<file path="config.mk">
export PLATFORM = sky130hd
export DESIGN_NAME = panda_divider
export DESIGN_NICKNAME = d
export VERILOG_FILES = /design/src/rtl/panda_pkg.sv /design/src/rtl/panda_divider.sv
export SDC_FILE = /design/constraint.sdc
export NUM_CORES = 1
export LEC_CHECK = 0
export CORE_UTILIZATION = 50
export DETAILED_ROUTE_END_ITERATION = 7
export PLACE_DENSITY = 0.68
export SLEW_MARGIN = 20
export SYNTH_ARGS = -nofsm -noshare
export SYNTH_HDL_FRONTEND = slang
export SYNTH_SLANG_ARGS = --single-unit
</file>
<file path="constraint.sdc">
create_clock -name clk_i -period 3.61 [get_ports clk_i]
set_input_delay 0.5415 -clock clk_i [delete_from_list [all_inputs] [get_ports clk_i]]
set_output_delay 0.5415 -clock clk_i [all_outputs]
set_load 0.005 [all_outputs]
</file>
<file path="src/rtl/panda_pkg.sv">
// Shared types for the Panda core execute stage.
package panda_pkg;

   // RV32M divide/remainder operation select
   typedef enum logic [1:0] {
      DIV  = 2'b00,
      DIVU = 2'b01,
      REM  = 2'b10,
      REMU = 2'b11
   } div_operator_e;

   // Iterative divider control states
   typedef enum logic [1:0] {
      IDLE = 2'b00,
      CALC = 2'b01,
      DONE = 2'b10
   } div_state_e;

endpackage

</file>
<file path="src/rtl/panda_divider.sv">
// Iterative radix-2 restoring divider for RV32M DIV/DIVU/REM/REMU.
// One quotient bit per cycle; divide-by-zero and signed overflow finish early.
module panda_divider
   import panda_pkg::*;
#(
   parameter int unsigned Width = 32
) (
   input  logic                 clk_i,
   input  logic                 rst_i,
   input  logic                 valid_i,
   output logic                 ready_o,
   input  div_operator_e        operator_i,
   input  logic [Width-1:0]     operand_a_i,
   input  logic [Width-1:0]     operand_b_i,
   input  logic                 kill_i,
   output logic                 valid_o,
   input  logic                 ready_i,
   output logic [Width-1:0]     result_o
);

   localparam int unsigned CntW = $clog2(Width);

   // Two's-complement negate when requested; used for magnitudes and final sign fix
   function automatic logic [Width-1:0] sign_fix(input logic [Width-1:0] v, input logic neg);
      sign_fix = neg ? (~v + Width'(1)) : v;
   endfunction

   div_state_e          state_q, state_d;
   div_operator_e       op_q;
   logic [Width-1:0]    quo_q;      // dividend shift register, fills with quotient bits
   logic [Width-1:0]    rem_q;      // partial remainder (always < divisor, so Width bits suffice)
   logic [Width-1:0]    dvs_q;      // divisor magnitude
   logic [CntW-1:0]     cnt_q;
   logic                neg_quo_q;
   logic                neg_rem_q;

   logic                accept;
   logic                in_signed;
   logic                in_div_zero;
   logic                in_overflow;
   logic                in_special;
   logic                a_neg;
   logic                b_neg;
   logic [Width:0]      r_shift;
   logic [Width:0]      r_diff;
   logic                is_rem;
   logic [Width-1:0]    res_fix;

   // Request qualification and early-out detection on the incoming operands
   assign accept      = (state_q == IDLE) && valid_i && !kill_i;
   assign in_signed   = (operator_i == DIV) || (operator_i == REM);
   assign in_div_zero = (operand_b_i == '0);
   assign in_overflow = in_signed &&
                        (operand_a_i == {1'b1, {(Width-1){1'b0}}}) &&
                        (operand_b_i == '1);
   assign in_special  = in_div_zero || in_overflow;
   assign a_neg       = in_signed && operand_a_i[Width-1];
   assign b_neg       = in_signed && operand_b_i[Width-1];

   // One restoring step: shift in next dividend bit, trial-subtract divisor
   assign r_shift = {rem_q, quo_q[Width-1]};
   assign r_diff  = r_shift - {1'b0, dvs_q};

   // Final result select with sign correction
   assign is_rem  = (op_q == REM) || (op_q == REMU);
   assign res_fix = is_rem ? sign_fix(rem_q, neg_rem_q) : sign_fix(quo_q, neg_quo_q);

   // State register
   always_ff @(posedge clk_i or posedge rst_i) begin
      if (rst_i) begin
         state_q <= IDLE;
      end else begin
         state_q <= state_d;
      end
   end

   // Next-state and output decode
   always_comb begin
      state_d  = state_q;
      ready_o  = 1'b0;
      valid_o  = 1'b0;
      result_o = '0;
      unique case (state_q)
         IDLE: begin
            ready_o = 1'b1;
            if (accept) begin
               state_d = in_special ? DONE : CALC;
            end
         end
         CALC: begin
            if (kill_i) begin
               state_d = IDLE;
            end else if (cnt_q == '0) begin
               state_d = DONE;
            end
         end
         DONE: begin
            valid_o  = 1'b1;
            result_o = res_fix;
            if (kill_i || ready_i) begin
               state_d = IDLE;
            end
         end
         default: state_d = IDLE;
      endcase
   end

   // Datapath: operand load on acceptance, one shift/subtract step per CALC cycle
   always_ff @(posedge clk_i or posedge rst_i) begin
      if (rst_i) begin
         op_q      <= DIV;
         quo_q     <= '0;
         rem_q     <= '0;
         dvs_q     <= '0;
         cnt_q     <= '0;
         neg_quo_q <= 1'b0;
         neg_rem_q <= 1'b0;
      end else if (accept) begin
         op_q  <= operator_i;
         dvs_q <= sign_fix(operand_b_i, b_neg);
         cnt_q <= CntW'(Width - 1);
         if (in_div_zero) begin
            quo_q     <= '1;
            rem_q     <= operand_a_i;
            neg_quo_q <= 1'b0;
            neg_rem_q <= 1'b0;
         end else if (in_overflow) begin
            quo_q     <= operand_a_i;
            rem_q     <= '0;
            neg_quo_q <= 1'b0;
            neg_rem_q <= 1'b0;
         end else begin
            quo_q     <= sign_fix(operand_a_i, a_neg);
            rem_q     <= '0;
            neg_quo_q <= a_neg ^ b_neg;
            neg_rem_q <= a_neg;
         end
      end else if (state_q == CALC) begin
         if (!r_diff[Width]) begin
            rem_q <= r_diff[Width-1:0];
            quo_q <= {quo_q[Width-2:0], 1'b1};
         end else begin
            rem_q <= r_shift[Width-1:0];
            quo_q <= {quo_q[Width-2:0], 1'b0};
         end
         if (cnt_q != '0) begin
            cnt_q <= cnt_q - CntW'(1);
         end
      end
   end

endmodule

</file>
Word-level counts from Yosys, hierarchy flattened
Cells that the tools add are included.
W data, S select, Z words.
{ "word_totals": {"input_bits": 71, "elab_cells": 79, "output_inout_bits": 34, "reg_bits": 107} }
{ "op_classes": {"bitwise_logic": 5, "n_reduce_logical": 20, "eq_ne": 10, "add_sub_neg": 6, "mux": 30} }
{ "ops": {"columns": ["operator", "n"], "rows": [
  ["$mux W32", 14],
  ["$add A32 B1 Y32 const B", 4],
  ["$not A32 Y32", 4],
  ["$eq A32 B32 Y1 const B", 2],
  ["$sub A33 B32 Y33", 1],
  ["$logic_not A32 Y1", 1],
  ["$mux W5", 3],
  ["$mux W2", 5],
  ["$eq A2 B2 Y1 const B", 4],
  ["$mux W1", 7],
  ["$logic_and A1 B1 Y1", 6],
  ["$pmux W2 S3", 1],
  ["$logic_not A5 Y1", 1],
  ["$reduce_bool A5 Y1", 1],
  ["$sub A5 B1 Y5 const B", 1],
  ["$logic_not A2 Y1", 2],
  ["$logic_or A1 B1 Y1", 4],
  ["$ne A2 B2 Y1 const B", 2],
  ["$reduce_bool A2 Y1", 2],
  ["$ne A3 B3 Y1 const B", 1],
  ["$reduce_and A3 Y1", 1],
  ["$eq A2 B1 Y1 const B", 1],
  ["$reduce_and A2 Y1", 1],
  ["$logic_not A1 Y1", 1],
  ["$xor A1 B1 Y1", 1]
]} }

Longest topological paths before layout
{ "depth": {"word_depth": 8, "mapped_depth": 13} }

Worst setup path after synthesis
Ideal clock, no wire load.
{ "synth_path": {"path_type": "reg2reg", "from": "reg quo_q[31]", "to": "reg rem_q[4]", "slack_ps": 412, "stages_incl_launch_ff": 14, "period_less_slack_ps": 3198, "n_path_buf": 2, "setup_time_ps": 137, "arrival_time_ps": 3061, "path_cell_list": "dfrtp_1 -> inv_1 -> ha_1 -> fa_1 -> nand2b_1 -> a21oi_2 -> a41oi_2 -> o311a_4 -> nor3_1 -> a211oi_2 -> buf_6 -> buf_4 -> a222oi_1 -> o31ai_1"} }
{ "synth_between": {"elab_chain_len": 4} }
{ "synth_rtl": {"columns": ["element", "line", "rtl"], "rows": [
  ["start, declared", "panda_divider.sv:30", "logic [Width-1:0] quo_q;"],
  ["start signal, assigned", "panda_divider.sv:128", "quo_q <= operand_a_i;"],
  ["start signal, assigned", "panda_divider.sv:133", "quo_q <= sign_fix(operand_a_i, a_neg);"],
  ["start signal, assigned", "panda_divider.sv:141", "quo_q <= {quo_q[Width-2:0], 1'b1};"],
  ["$sub A33 B32 Y33", "panda_divider.sv:62", "assign r_diff = r_shift - {1'b0, dvs_q};"],
  ["$mux W32", "panda_divider.sv:139", "if (!r_diff[Width]) begin"],
  ["$mux W32", "panda_divider.sv:138", "end else if (state_q == CALC) begin"],
  ["$mux W32", "panda_divider.sv:118", "end else if (accept) begin"],
  ["end signal, assigned", "panda_divider.sv:124", "rem_q <= operand_a_i;"],
  ["end signal, assigned", "panda_divider.sv:140", "rem_q <= r_diff[Width-1:0];"],
  ["end signal, assigned", "panda_divider.sv:143", "rem_q <= r_shift[Width-1:0];"],
  ["end, declared", "panda_divider.sv:31", "logic [Width-1:0] rem_q;"]
]} }
Every way passes these cells. The select of a mux whose other input is x is not followed.
A chain may end at the register's enable or synchronous reset.

Worst setup path after layout
{ "layout_path": {"from": "reg quo_q[18]", "to": "out result_o[29]"} }
{ "layout_between": {"elab_chain_len": 5} }
{ "layout_rtl": {"columns": ["element", "line", "rtl"], "rows": [
  ["$not A32 Y32", "panda_divider.sv:25", "sign_fix = neg ? (~v + Width'(1)) : v;"],
  ["$add A32 B1 Y32", "panda_divider.sv:25", null],
  ["$mux W32", "panda_divider.sv:25", null],
  ["$mux W32", "panda_divider.sv:66", "assign res_fix = is_rem ? sign_fix(rem_q, neg_rem_q) : sign_fix(quo_q, neg_quo_q);"],
  ["$mux W32", "panda_divider.sv:83", "unique case (state_q)"],
  ["end, declared", "panda_divider.sv:18", "output logic [Width-1:0] result_o"]
]} }
Every way passes these cells.

==> run_results.csv <==
group,metric,value,unit
status,status,"finished, final reports clean",
global_routing,grt_pass1_vias,9820,
timing,setup_ws,29.3,ps
power_and_ir_drop,pwr-share-clk,11.6,%
global_routing,met1_usage,45.8,%
setup_path,cpPeakStageDelay,430,ps
detailed_routing,routed_via_density,6.16,
timing,min_period,3580,ps
global_routing,use_met3,3.83,%
timing,finalHoldViolCount,0,
power_and_ir_drop,p_leak,5.20,nW
timing,worst_pin_slew,1090,ps
power_and_ir_drop,switching_share,48.3,%
floorplan,dieArea,20600,µm²
placement,dpl_worst_slack,-71.7,ps
global_routing,grt_max_degree,68,
floorplan,chipHeight,144,µm
logic_synthesis,syn-num-nets,1390,
flow_run,cap_violations,0,
logic_synthesis,ys_seq_area_share,26.5,%
setup_path,reg2reg_depth,13,
timing,grt_setup_unrepaired,"yes",
global_routing,grtUsageTotal,33.7,%
detailed_routing,wire_per_inst,20.0,µm
setup_path,worstPathCellList,"or3_4, or4_4, or3_4, or2_4, o41ai_4, xnor2_1, nor2_1, a211oi_2, buf_2",
floorplan,chipWidth,144,µm
floorplan,core,19500,µm²
clock_network,clk_transition_reported_paths,80,ps
timing,slew_violations,0,
logic_synthesis,ys_warn_count,0,
setup_path,crit_fanout,3,
placement,hpwl,26000,µm
placement,io_buffers,104,
logic_synthesis,synth_top_area_share,26.5,%
clock_network,cts_root_buf,"clkbuf_16",
setup_path,crit_family,"simple AND/OR/NAND/NOR gates",
clock_network,cts_max_level,3,
min_path,hp-class,"reg2reg",
setup_path,cp_common_cell,"or3_4",
clock_network,cts_buffer_depth,2,
clock_network,cts_buffers,9,
logic_synthesis,synth_top_family_by_area,"compound AO/OA/AOI/OAI gates",
setup_path,rrSetupSlack,100,ps
setup_path,slowest_stage,"or4_4",
logic_synthesis,synthSimpleGateAreaFrac,21.7,%
clock_network,cts.sinks,106,
setup_path,startpoint,"quo_q[18]$_DFFE_PP0P_",
clock_network,cts_tree,"yes",
logic_synthesis,synth_ff_type,"dfrtp_1",
logic_synthesis,synth_area,10000,µm²
logic_synthesis,synth-adder-area-share,5.07,%
clock_network,clock_latency,360,ps
detailed_routing,wirelength,34100,µm
setup_path,cp.arrival,3040,ps
timing,fin_setup_tns,0,ps
final_layout,fin_util,64.8,%
timing,fmax,0.279,GHz
power_and_ir_drop,combPwrFrac,65.9,%
placement,place_area,12000,µm²
final_layout,seqCellArea,2650,µm²
final_layout,areaGrowthSynthToFinish,26.2,%
timing,fin_skew,8.69,ps
logic_synthesis,synth_compound_gate_area_share,25.8,%
placement,gp_congestion,0.947,
logic_synthesis,async_flop_share,100,%
setup_path,critPathLaunchType,"flip-flop",
global_routing,use_met2,55.6,%
power_and_ir_drop,pwr_density_cell,728,nW/µm²
detailed_routing,vias,10500,
power_and_ir_drop,peakVddDrop,501,µV
detailed_routing,drt.antenna.violating_nets,0,
global_routing,grt_busiest_layer,"met2",
power_and_ir_drop,p_sw,4.45,mW
floorplan,ios,105,
logic_synthesis,synth_edf_count,0,
final_layout,nNetsFinal,1547,
final_layout,finalInstanceArea,12600,µm²
logic_synthesis,syn_inst,1279,
setup_path,worstPathBufferInverterCount,1,
global_routing,antenna_found_initial,0,
global_routing,grt_pass1_wl,53200,µm
logic_synthesis,synthXorXnorAreaFrac,12.7,%
logic_synthesis,yosysTopAreaCell,"dfrtp_1",
global_routing,grt-ovfl-total,0,
setup_path,critPathRequiredTime,3070,ps
logic_synthesis,synth_mux_area_share,3.02,%
final_layout,multi_input_area,7200,µm²
power_and_ir_drop,p_seq_share,22.5,%
setup_path,r2r_start,"rem_q[0]$_DFFE_PP0P_",
logic_synthesis,postSynthAreaPerCell,7.84,µm²
final_layout,antenna_cells,0,
power_and_ir_drop,total_power,9.21,mW
setup_path,rr_endpoint,"rem_q[19]$_DFFE_PP0P_",
detailed_routing,drc,0,
setup_path,path_class,"reg2out",
detailed_routing,dr.pass1.iters,7,
setup_path,cp-end-kind,"output pin",
timing,finalCritPeriodShare,99.2,%
logic_synthesis,ys_ff_latch,106,
timing,maxSlewHeadroom,27.3,%
floorplan,start_util,51.3,%
final_layout,post_route_cells_drive_above_1_share,15.3,%
timing,finalSetupViolations,0,
logic_synthesis,synth_area_leaders,"dfrtp_1 (26%), xor2_1 (6.4%), xnor2_1 (6.3%), nand2_1 (6.0%), ha_1 (4.9%)",
logic_synthesis,synth_cell_types,84,
setup_path,cp_num_cells,9,
floorplan,std_cell_rows,51,
final_layout,final.fill_count,1773,
power_and_ir_drop,p_int,4.77,mW
setup_path,worstSetupEndpoint,"result_o[29]",
detailed_routing,drtIter0Drc,973,
[cells by family after synthesis]
logic type,count (synthesis)
simple gates,445
compound gates,384
xor+xnor,145
buf+inv,129
flops,106
fa+ha+maj,40
mux,30
[per-layer routing]
metal / share of wire [%] / up-vias / wire length [µm]
li1: - / 4989 / -
met1: 44 / 5025 / 15000
met2: 47 / 442 / 16100
met3: 6.0 / 60 / 2060
met4: 2.7 / 0 / 915
met5: 0 / - / 0
[stage by stage]
| stage | hold WS [ps] | std cells |
|---|---|---|
| finish | 485 | 1706 |
| global route | 496 | 1706 |
| CTS | 486 | 1705 |
| detailed placement | 470 | 1682 |
| global placement | 461 | 1682 |
| floorplan | 450 | 1279 |
[layout by cell type (no fill, tap or decap), types with 6 or more instances in the layout]
master           instances
nand2_1                159
buf_4                  110
nor2_1                 108
dfrtp_1                105
a21oi_1                 85
o21ai_0                 84
clkdlybuf4s50_1         84
xor2_1                  73
xnor2_1                 72
inv_1                   52
ha_1                    38
a211oi_1                37
nor3_1                  31
mux2i_1                 27
o31ai_1                 23
a32oi_1                 23
nand2b_1                16
nand3_1                 14
a31oi_1                 14
nand4_1                 14
nor4_1                  14
a21o_1                  12
a22oi_1                 10
o21a_1                   9
and3_1                   9
or4_1                    9
o41ai_1                  9
clkbuf_16                9
dlygate4sd2_1            9
nor2b_1                  8
a211oi_2                 7
or3_1                    7
or4_4                    7
o21ai_1                  7
nor4_2                   6
o41ai_2                  6
[timing repair]
item,4_1_cts,5_1_grt
pin swaps,14,12
resized for setup,72,33
gates cloned,0,0
hold buffers,0,0
setup endpoints to repair,23,28
buffers inserted,7,1
[final cells by class]
cell class,instances,share of cell area (%)
timing repair buffer,220,15.4
multi-input combinational,1044,56.9
clock buffer,13,2.06
tap,265,2.62
inverter,55,1.65
sequential,106,21.0
clock inverter,3,0.376
[power groups by stage]
stage / clock [mW] / sequential, mW / combinational (mW)
global route: 1.12 / 2.11 / 6.63
CTS: 1.08 / 2.03 / 5.91
global placement: 0 / 2.02 / 5.72
detailed placement: 0 / 2.03 / 5.79
floorplan: 0 / 1.94 / 4.14
finish: 1.07 / 2.07 / 6.07
[cells in the mapped netlist, types with 3 or more instances]
| cell type | n |
|---|---|
| o31ai_1 | 29 |
| a21oi_1 | 86 |
| a31oi_1 | 14 |
| a32oi_1 | 23 |
| o311ai_0 | 4 |
| clkbuf_1 | 58 |
| nand3_1 | 16 |
| inv_1 | 55 |
| buf_1 | 6 |
| a21o_1 | 12 |
| xor2_1 | 73 |
| nand2_1 | 160 |
| or3_1 | 9 |
| a211oi_1 | 43 |
| nand4_1 | 14 |
| o21ai_1 | 4 |
| o41ai_1 | 16 |
| xnor2_1 | 72 |
| a22oi_1 | 10 |
| buf_2 | 5 |
| or2_2 | 4 |
| or3b_2 | 3 |
| nand2b_1 | 19 |
| o211ai_1 | 3 |
| and3_1 | 9 |
| o31a_1 | 4 |
| mux2i_1 | 28 |
| o21a_1 | 9 |
| or4_1 | 14 |
| nor2_1 | 109 |
| dfrtp_1 | 106 |
| o21bai_1 | 4 |
| ha_1 | 39 |
| nor3_1 | 34 |
| nor2b_1 | 8 |
| nor4_2 | 3 |
| and2_1 | 3 |
| o21ai_0 | 90 |
| nor4_1 | 17 |
| a222oi_1 | 3 |
[tightest hold or removal path, cell delays in order (launching register included)]
cell and delay [ps]:
dfrtp_1 340, nand2_1 50, o21ai_0 60
[registers in the layout, summed over array words and instances (netlist names)]
register	count
quo_q	32
rem_q	32
neg_rem_q	1
state_q	2
dvs_q	32
cnt_q	5
op_q	1
neg_quo_q	1
[worst min path at each step]
| stage | startpoint | end | slack (ps) | cells after the start |
|---|---|---|---|---|
| floorplan | dvs_q[10]$_DFFE_PP0P_ | dvs_q[10]$_DFFE_PP0P_ | 450 | 2 |
| global route | dvs_q[7]$_DFFE_PP0P_ | dvs_q[7]$_DFFE_PP0P_ | 500 | 2 |
| finish | dvs_q[7]$_DFFE_PP0P_ | dvs_q[7]$_DFFE_PP0P_ | 480 | 2 |
| detailed placement | dvs_q[7]$_DFFE_PP0P_ | dvs_q[7]$_DFFE_PP0P_ | 470 | 2 |
| global placement | dvs_q[29]$_DFFE_PP0P_ | dvs_q[29]$_DFFE_PP0P_ | 460 | 2 |
| CTS | dvs_q[7]$_DFFE_PP0P_ | dvs_q[7]$_DFFE_PP0P_ | 490 | 2 |
No activity file was read; power rests on OpenSTA's default activity.
